--- config.mk ---
export PLATFORM = sky130hd
export DESIGN_NAME = alu_mcycle_seq
export DESIGN_NICKNAME = d
export VERILOG_FILES = /design/src/rtl/alu_mcycle_seq_pkg.sv /design/src/rtl/alu_mcycle_mux.sv /design/src/rtl/alu_mcycle_seq.sv
export SDC_FILE = /design/constraint.sdc
export NUM_CORES = 1
export LEC_CHECK = 0
export BUFFER_PORTS_ARGS = -buffer_cell sky130_fd_sc_hd__clkbuf_2
export CORE_UTILIZATION = 45
export CTS_CLUSTER_DIAMETER = 150
export DETAILED_ROUTE_END_ITERATION = 8
export PLACE_DENSITY = 0.78
export SETUP_SLACK_MARGIN = 0.15
export SLEW_MARGIN = 20
export SYNTH_ARGS = -nofsm -noshare
export SYNTH_HDL_FRONTEND = slang
export SYNTH_HIERARCHICAL = 1
export SYNTH_SLANG_ARGS = --single-unit
--- constraint.sdc ---
create_clock -name CLK -period 7.25 [get_ports CLK]
set_input_delay 2.175 -clock CLK [delete_from_list [all_inputs] [get_ports CLK]]
set_output_delay 2.175 -clock CLK [all_outputs]
set_load 0.02 [all_outputs]
--- src/rtl/alu_mcycle_seq_pkg.sv ---
`default_nettype none
// ============================================================================
//  Module   : alu_mcycle_seq_pkg
//  Purpose  : Shared definitions for the multi-cycle MUL/DIV sequencer:
//             sequencer state encoding, MCycleOp codes, the ALU operation
//             codes it borrows and the position of the carry flag.
//  Ports    : none (package)
//  Revision : 1.0 - initial release
// ============================================================================
package alu_mcycle_seq_pkg;

    // FIX is only reachable when MCYCLE_SIGNED_EN is defined.
    typedef enum logic [1:0] {
        S_IDLE = 2'd0,
        S_RUN  = 2'd1,
        S_FIX  = 2'd2,
        S_DONE = 2'd3
    } mc_state_t;

    localparam logic       c_OP_MUL   = 1'b0;
    localparam logic       c_OP_DIV   = 1'b1;

    localparam logic [1:0] c_ALU_ADD  = 2'b00;
    localparam logic [1:0] c_ALU_SUB  = 2'b01;

    // ALU_Flags is {N,Z,C,V}; for SUB the ALU reports C=1 when no borrow.
    localparam int         c_FLAG_C   = 1;

endpackage
`default_nettype wire

--- src/rtl/alu_mcycle_mux.sv ---
`default_nettype none
// ============================================================================
//  Module   : alu_mcycle_mux
//  Purpose  : Combinational arbiter for the shared ALU inputs. While the
//             sequencer is iterating it owns the ALU; otherwise the pipeline
//             operands pass straight through.
//  Ports    : i_seq_sel              - 1: sequencer drives the ALU
//             i_seq_src_a/b, i_seq_ctrl    - sequencer operands / op
//             i_pipe_src_a/b, i_pipe_ctrl  - pipeline operands / op
//             o_alu_src_a/b, o_alu_ctrl    - to the ALU
//  Revision : 1.0 - initial release
// ============================================================================
module alu_mcycle_mux #(
    parameter int WIDTH = 32
) (
    input  logic             i_seq_sel,
    input  logic [WIDTH-1:0] i_seq_src_a,
    input  logic [WIDTH-1:0] i_seq_src_b,
    input  logic [1:0]       i_seq_ctrl,
    input  logic [WIDTH-1:0] i_pipe_src_a,
    input  logic [WIDTH-1:0] i_pipe_src_b,
    input  logic [1:0]       i_pipe_ctrl,
    output logic [WIDTH-1:0] o_alu_src_a,
    output logic [WIDTH-1:0] o_alu_src_b,
    output logic [1:0]       o_alu_ctrl
);

    assign o_alu_src_a = i_seq_sel ? i_seq_src_a : i_pipe_src_a;
    assign o_alu_src_b = i_seq_sel ? i_seq_src_b : i_pipe_src_b;
    assign o_alu_ctrl  = i_seq_sel ? i_seq_ctrl  : i_pipe_ctrl;

endmodule
`default_nettype wire

--- src/rtl/alu_mcycle_seq.sv ---
`default_nettype none
// ============================================================================
//  Module   : alu_mcycle_seq
//  Purpose  : Multi-cycle MUL/DIV sequencer. Borrows the shared ALU adder to
//             run a WIDTH-step shift-add multiply or restoring divide and
//             stalls the pipeline via Busy while doing so.
//  Ports    : CLK, RESETn (async, active low)
//             Start, MCycleOp (0 MUL / 1 DIV), Signed, Operand1, Operand2
//             Busy, Done, Result1 (lo / quotient), Result2 (hi / remainder)
//             Pipe_Src_A/B, Pipe_ALUControl  - pipeline ALU request
//             ALU_Src_A/B, ALU_ALUControl    - to the shared ALU
//             ALU_Result, ALU_Flags {N,Z,C,V} - from the shared ALU
//  Config   : MCYCLE_SIGNED_EN - signed operations via a trailing FIX cycle
//  Revision : 1.0 - initial release
// ============================================================================
module alu_mcycle_seq
    import alu_mcycle_seq_pkg::*;
#(
    parameter int WIDTH = 32,
    parameter int CNT_W = 6
) (
    input  logic             CLK,
    input  logic             RESETn,
    input  logic             Start,
    input  logic             MCycleOp,
    input  logic             Signed,
    input  logic [WIDTH-1:0] Operand1,
    input  logic [WIDTH-1:0] Operand2,
    output logic             Busy,
    output logic             Done,
    output logic [WIDTH-1:0] Result1,
    output logic [WIDTH-1:0] Result2,
    input  logic [WIDTH-1:0] Pipe_Src_A,
    input  logic [WIDTH-1:0] Pipe_Src_B,
    input  logic [1:0]       Pipe_ALUControl,
    output logic [WIDTH-1:0] ALU_Src_A,
    output logic [WIDTH-1:0] ALU_Src_B,
    output logic [1:0]       ALU_ALUControl,
    input  logic [WIDTH-1:0] ALU_Result,
    input  logic [3:0]       ALU_Flags
);

    localparam logic [CNT_W-1:0] c_CNT_LAST = CNT_W'(WIDTH - 1);
    localparam logic [CNT_W-1:0] c_CNT_ONE  = CNT_W'(1);

    mc_state_t        r_state, w_next_state;
    logic [CNT_W-1:0] r_cnt;
    logic             r_op;
    logic [WIDTH-1:0] r_hi;      // MUL: product high / DIV: partial remainder
    logic [WIDTH-1:0] r_lo;      // MUL: multiplier+product low / DIV: quotient
    logic [WIDTH-1:0] r_opnd;    // multiplicand or divisor, fixed for the run
    logic [WIDTH-1:0] r_res1, r_res2;

    logic [WIDTH-1:0] w_op1, w_op2;
    logic             w_need_fix;
    logic             w_carry;
    logic [WIDTH:0]   w_rprime;
    logic [WIDTH-1:0] w_seq_a, w_hi_nxt, w_lo_nxt;
    logic [1:0]       w_seq_ctrl;

`ifdef MCYCLE_SIGNED_EN
    logic             r_sgn, r_neg_a, r_neg_b;
    logic [WIDTH-1:0] w_fix_res1, w_fix_res2;
    logic [2*WIDTH-1:0] w_prod_neg;
    logic             w_unused_flags;

    // The core is unsigned: strip signs at latch time, restore them in FIX.
    assign w_op1      = (Signed && Operand1[WIDTH-1]) ? -Operand1 : Operand1;
    assign w_op2      = (Signed && Operand2[WIDTH-1]) ? -Operand2 : Operand2;
    assign w_need_fix = r_sgn;
    assign w_prod_neg = -{r_hi, r_lo};

    always_comb begin
        w_fix_res1 = r_lo;
        w_fix_res2 = r_hi;
        if (r_op == c_OP_MUL) begin
            if (r_neg_a ^ r_neg_b) begin
                {w_fix_res2, w_fix_res1} = w_prod_neg;
            end
        end else begin
            // Truncating division: quotient sign from the operand signs,
            // remainder takes the dividend's sign.
            if (r_neg_a ^ r_neg_b) w_fix_res1 = -r_lo;
            if (r_neg_a)           w_fix_res2 = -r_hi;
        end
    end

    assign w_unused_flags = ^{ALU_Flags[3:2], ALU_Flags[0]};
`else
    logic w_unused_inputs;

    assign w_op1      = Operand1;
    assign w_op2      = Operand2;
    assign w_need_fix = 1'b0;
    assign w_unused_inputs = ^{Signed, ALU_Flags[3:2], ALU_Flags[0]};
`endif

    // One iteration step, computed from the ALU's answer this cycle.
    always_comb begin
        w_carry    = ALU_Flags[c_FLAG_C];
        w_rprime   = {r_hi, r_lo[WIDTH-1]};
        w_seq_a    = r_hi;
        w_seq_ctrl = c_ALU_ADD;
        w_hi_nxt   = r_hi;
        w_lo_nxt   = r_lo;
        if (r_op == c_OP_DIV) begin
            w_seq_a    = w_rprime[WIDTH-1:0];
            w_seq_ctrl = c_ALU_SUB;
            // The bit shifted out of R' means R' >= divisor regardless of
            // what the WIDTH-bit subtract reports.
            if (w_rprime[WIDTH] || w_carry) begin
                w_hi_nxt = ALU_Result;
                w_lo_nxt = {r_lo[WIDTH-2:0], 1'b1};
            end else begin
                w_hi_nxt = w_rprime[WIDTH-1:0];
                w_lo_nxt = {r_lo[WIDTH-2:0], 1'b0};
            end
        end else begin
            if (r_lo[0]) begin
                w_hi_nxt = {w_carry, ALU_Result[WIDTH-1:1]};
                w_lo_nxt = {ALU_Result[0], r_lo[WIDTH-1:1]};
            end else begin
                w_hi_nxt = {1'b0, r_hi[WIDTH-1:1]};
                w_lo_nxt = {r_hi[0], r_lo[WIDTH-1:1]};
            end
        end
    end

    always_comb begin
        w_next_state = r_state;
        case (r_state)
            S_IDLE:  if (Start) w_next_state = S_RUN;
            S_RUN:   if (r_cnt == '0) w_next_state = w_need_fix ? S_FIX : S_DONE;
            S_FIX:   w_next_state = S_DONE;
            S_DONE:  w_next_state = S_IDLE;
            default: w_next_state = S_IDLE;
        endcase
    end

    always_ff @(posedge CLK or negedge RESETn) begin
        if (!RESETn) begin
            r_state <= S_IDLE;
            r_cnt   <= '0;
            r_op    <= c_OP_MUL;
            r_hi    <= '0;
            r_lo    <= '0;
            r_opnd  <= '0;
            r_res1  <= '0;
            r_res2  <= '0;
`ifdef MCYCLE_SIGNED_EN
            r_sgn   <= 1'b0;
            r_neg_a <= 1'b0;
            r_neg_b <= 1'b0;
`endif
        end else begin
            r_state <= w_next_state;
            case (r_state)
                S_IDLE: begin
                    if (Start) begin
                        r_op   <= MCycleOp;
                        r_cnt  <= c_CNT_LAST;
                        r_hi   <= '0;
                        r_lo   <= (MCycleOp == c_OP_DIV) ? w_op1 : w_op2;
                        r_opnd <= (MCycleOp == c_OP_DIV) ? w_op2 : w_op1;
`ifdef MCYCLE_SIGNED_EN
                        r_sgn   <= Signed;
                        r_neg_a <= Signed & Operand1[WIDTH-1];
                        r_neg_b <= Signed & Operand2[WIDTH-1];
`endif
                    end
                end
                S_RUN: begin
                    r_hi  <= w_hi_nxt;
                    r_lo  <= w_lo_nxt;
                    r_cnt <= r_cnt - c_CNT_ONE;
                    // Results land with the final step so they are valid in DONE.
                    if (r_cnt == '0 && !w_need_fix) begin
                        r_res1 <= w_lo_nxt;
                        r_res2 <= w_hi_nxt;
                    end
                end
`ifdef MCYCLE_SIGNED_EN
                S_FIX: begin
                    r_res1 <= w_fix_res1;
                    r_res2 <= w_fix_res2;
                end
`endif
                default: ;
            endcase
        end
    end

    assign Busy    = (r_state != S_IDLE);
    assign Done    = (r_state == S_DONE);
    assign Result1 = r_res1;
    assign Result2 = r_res2;

    alu_mcycle_mux #(
        .WIDTH (WIDTH)
    ) u_mux (
        .i_seq_sel    (r_state == S_RUN),
        .i_seq_src_a  (w_seq_a),
        .i_seq_src_b  (r_opnd),
        .i_seq_ctrl   (w_seq_ctrl),
        .i_pipe_src_a (Pipe_Src_A),
        .i_pipe_src_b (Pipe_Src_B),
        .i_pipe_ctrl  (Pipe_ALUControl),
        .o_alu_src_a  (ALU_Src_A),
        .o_alu_src_b  (ALU_Src_B),
        .o_alu_ctrl   (ALU_ALUControl)
    );

endmodule
`default_nettype wire

==> flow_summary.json <==
{
  "outcome": "completed",
  "synth_simple_gate_area_share_pct": 6.58,
  "rows": 54,
  "syn_avg_cell_area_um2": 11.2,
  "gr-usage-all-layers_pct": 22.3,
  "clk_pin_slew_ps": 70,
  "critPathLaunchType": "input pin",
  "wire_per_inst_um": 17.8,
  "r2r-start": "r_state[1]$_DFFE_PN0P_",
  "tritoncts": "yes",
  "synth_top_area_cell": "dfrtp_1",
  "core_area_um2": 21900,
  "synth_top_area_share_pct": 41.9,
  "crit_fanout": 1,
  "numCtsBuffers": 17,
  "grt_pass1_vias": 7819,
  "dieHeight_um": 152,
  "grt_overflow": 0,
  "synthTopCellsByArea": "dfrtp_1, mux2_4, mux2_2",
  "power_density_nw_per_um2": 399,
  "ir_drop_mv": 0.220,
  "clkLatencyLatePin_ps": 430,
  "grt_max_degree": 78,
  "layout_common_cells": "clkbuf_2, dfrtp_1, mux2_2",
  "synth_seq_area_share_pct": 41.9,
  "initial_core_util_pct": 46.1,
  "rsz0062_at_grt": "false",
  "tightest_slew_ps": 905,
  "reg2reg_to": "Result2[26]$_DFFE_PN0P_",
  "slew_violations": 0,
  "critPathMaxStageDelay_ps": 260,
  "whs_endpoint": "r_opnd[24]$_DFFE_PN0P_",
  "synth_fp_nets": 1076,
  "die-area_um2": 23000,
  "htree_num_levels": 4,
  "syn_area_um2": 10100,
  "required_ps": 5080,
  "drt_first_pass_iters": 4,
  "syn-instance-count": 899,
  "vias": 7923,
  "nets": 1332,
  "hold_path_startpoint": "r_opnd[24]$_DFFE_PN0P_",
  "syn2layout_area_growth_pct": 21.9,
  "synth_mux_area_share_pct": 34.7,
  "cp-end-kind": "output port",
  "ys_ff_latch": 169,
  "rr_worst_depth": 5,
  "p_leak_nw": 6.41,
  "ant_nets": 0,
  "cp_top_family": "multiplexers",
  "gp_congestion": 0.866,
  "clockBufferDepth": 2,
  "ys_types": 27,
  "worst-setup-path-type": "input pin to output port",
  "die_w_um": 152,
  "hold_viol_final": 0,
  "layout-drive-gt1-share_pct": 46.3,
  "fin_setup_tns_ps": 0,
  "preCtsSetupSlack_ps": 2370,
  "setup_ws_ps": 2380,
  "r2r_setup_slack_ps": 4330,
  "synth_compound_area_share_pct": 11.9,
  "drc": 0,
  "cp_cell_sequence": "clkbuf_2 -> mux2_4 -> clkbuf_2",
  "post_cts_buffers": 0,
  "antenna_found_initial": 0,
  "cts_num_sinks": 169,
  "synthAdderAreaFrac_pct": 0.743,
  "min_period_over_period_pct": 67.2,
  "final.min_clock_period_ps": 4870,
  "totalWireLength_um": 25700,
  "via_per_inst": 5.48,
  "path_buf_inv": 2,
  "root_buffer": "clkbuf_16",
  "final_common_cell": "clkbuf_2",
  "yosys_warnings": 6,
  "hpwlAfterDp_um": 18000,
  "num_antenna_cells": 0,
  "max_freq_ghz": 0.205,
  "drv_cap": 0,
  "cts_resized": 0,
  "critical_path.most_common_cell": "clkbuf_2",
  "ios": 303,
  "holdCritPathClass": "flop to flop",
  "place.port_buffers": 298,
  "min_path_cells": 2,
  "grt_pass1_wl_um": 41400,
  "holdBufCountCts": 0,
  "worstPathArrival_ps": 2700,
  "synth-xor-area-share_pct": 0.347,
  "cpMaxStageDelayCell": "mux2_4",
  "synth_top_family_by_area": "multiplexers",
  "dr.first_iter.drc_count": 300,
  "setup_viol": 0,
  "final.setup_skew_ps": 13.4,
  "maxSlewHeadroom_pct": 39.7
}
## Yosys cell counts
master and count:
nand2b_1 1, clkbuf_1 49, mux2_2 104, o21ai_0 68
xnor2_1 4, or3_1 1, a22o_1 32, a21oi_1 65
a211oi_1 33, buf_1 8, or4b_1 1, nor4_1 1
buf_6 11, nor4b_1 1, mux2i_1 101, nor2_1 38
nand2_1 70, nor2b_1 32, mux2_4 88, dfrtp_1 169
inv_1 5, and2_1 2, or3b_1 1, buf_2 6
a22oi_1 1, ha_1 6, conb_1 1
## final cells by class
cell class	instances	area (µm²)
Multi-Input combinational cell	651	5530
Fill cell	1896	9580
Tap cell	280	350
Clock buffer	18	429
Timing Repair Buffer	311	1610
Clock inverter	13	145
Sequential cell	169	4230
Inverter	5	18.8
## through the flow
step / util [%] / total power (W) / instances / cell area, µm² / hold WS, ps
6_report: 56.2 / 0.00491 / 1447 / 12300 / 493
5_1_grt: 56.2 / 0.00523 / 1447 / 12300 / 522
4_1_cts: 56.2 / 0.00494 / 1447 / 12300 / 494
3_5_place_dp: 53.6 / 0.00400 / 1416 / 11700 / 477
3_3_place_gp: 53.6 / 0.00393 / 1416 / 11700 / 461
2_1_floorplan: - / 0.00337 / 899 / 10100 / 444
## state kept, by name (all words and copies together) (netlist names)
| signal | cells |
|---|---|
| r_opnd | 32 |
| r_state | 2 |
| r_lo | 32 |
| r_cnt | 6 |
| r_hi | 32 |
| Result1 | 32 |
| Result2 | 32 |
| r_op | 1 |
## logic make-up after synthesis
logic type                 count (synthesis)
muxes                                    293
AOI/OAI and AO/OA                        199
DFF                                      169
and+or+nand+nor                          148
buffers and inverters                     79
adders and majority gates                  6
xor gates and xnor gates                   4
other                                      1
## worst reg2reg max path: cells and delay by family (launching register included)
| kind | cells | cell delay (ps) |
|---|---|---|
| DFF | 1 | 410 |
| and+or+nand+nor | 1 | 720 |
| muxes | 1 | 390 |
| adders and majority gates | 1 | 710 |
| buffers and inverters | 2 | 570 |
## how the worst max path moves through the flow
stage | startpoint | end | slack, ps | depth (start not counted)
after floorplan | Pipe_ALUControl[1] | ALU_ALUControl[1] | 2600 | 1
after global placement | Pipe_Src_B[14] | ALU_Src_B[14] | 2370 | 3
after detailed placement | Pipe_Src_B[14] | ALU_Src_B[14] | 2370 | 3
after CTS | Pipe_Src_B[14] | ALU_Src_B[14] | 2370 | 3
after global routing | r_op$_DFFE_PN0P_ | ALU_Src_A[31] | 2310 | 4
final | Pipe_Src_B[16] | ALU_Src_B[16] | 2380 | 3
## power by group
group          leakage, nW  switching [W]  internal (W)
registers             2.20       0.000275       0.00123
logic                 3.94        0.00137       0.00113
clock network        0.274       0.000400      0.000510
total                 6.41        0.00205       0.00286
## per-layer routing
layer	part of all wire (%)	global-route usage [%]	wire length [µm]	up-vias
met5	0	0	0	-
met4	1.3	6.00	323	0
met3	6.4	4.96	1660	28
met2	49	38.1	12600	289
met1	43	28.3	11100	3857
li1	-	-	-	3749
Note: power is estimated with default switching activity, not from simulation.
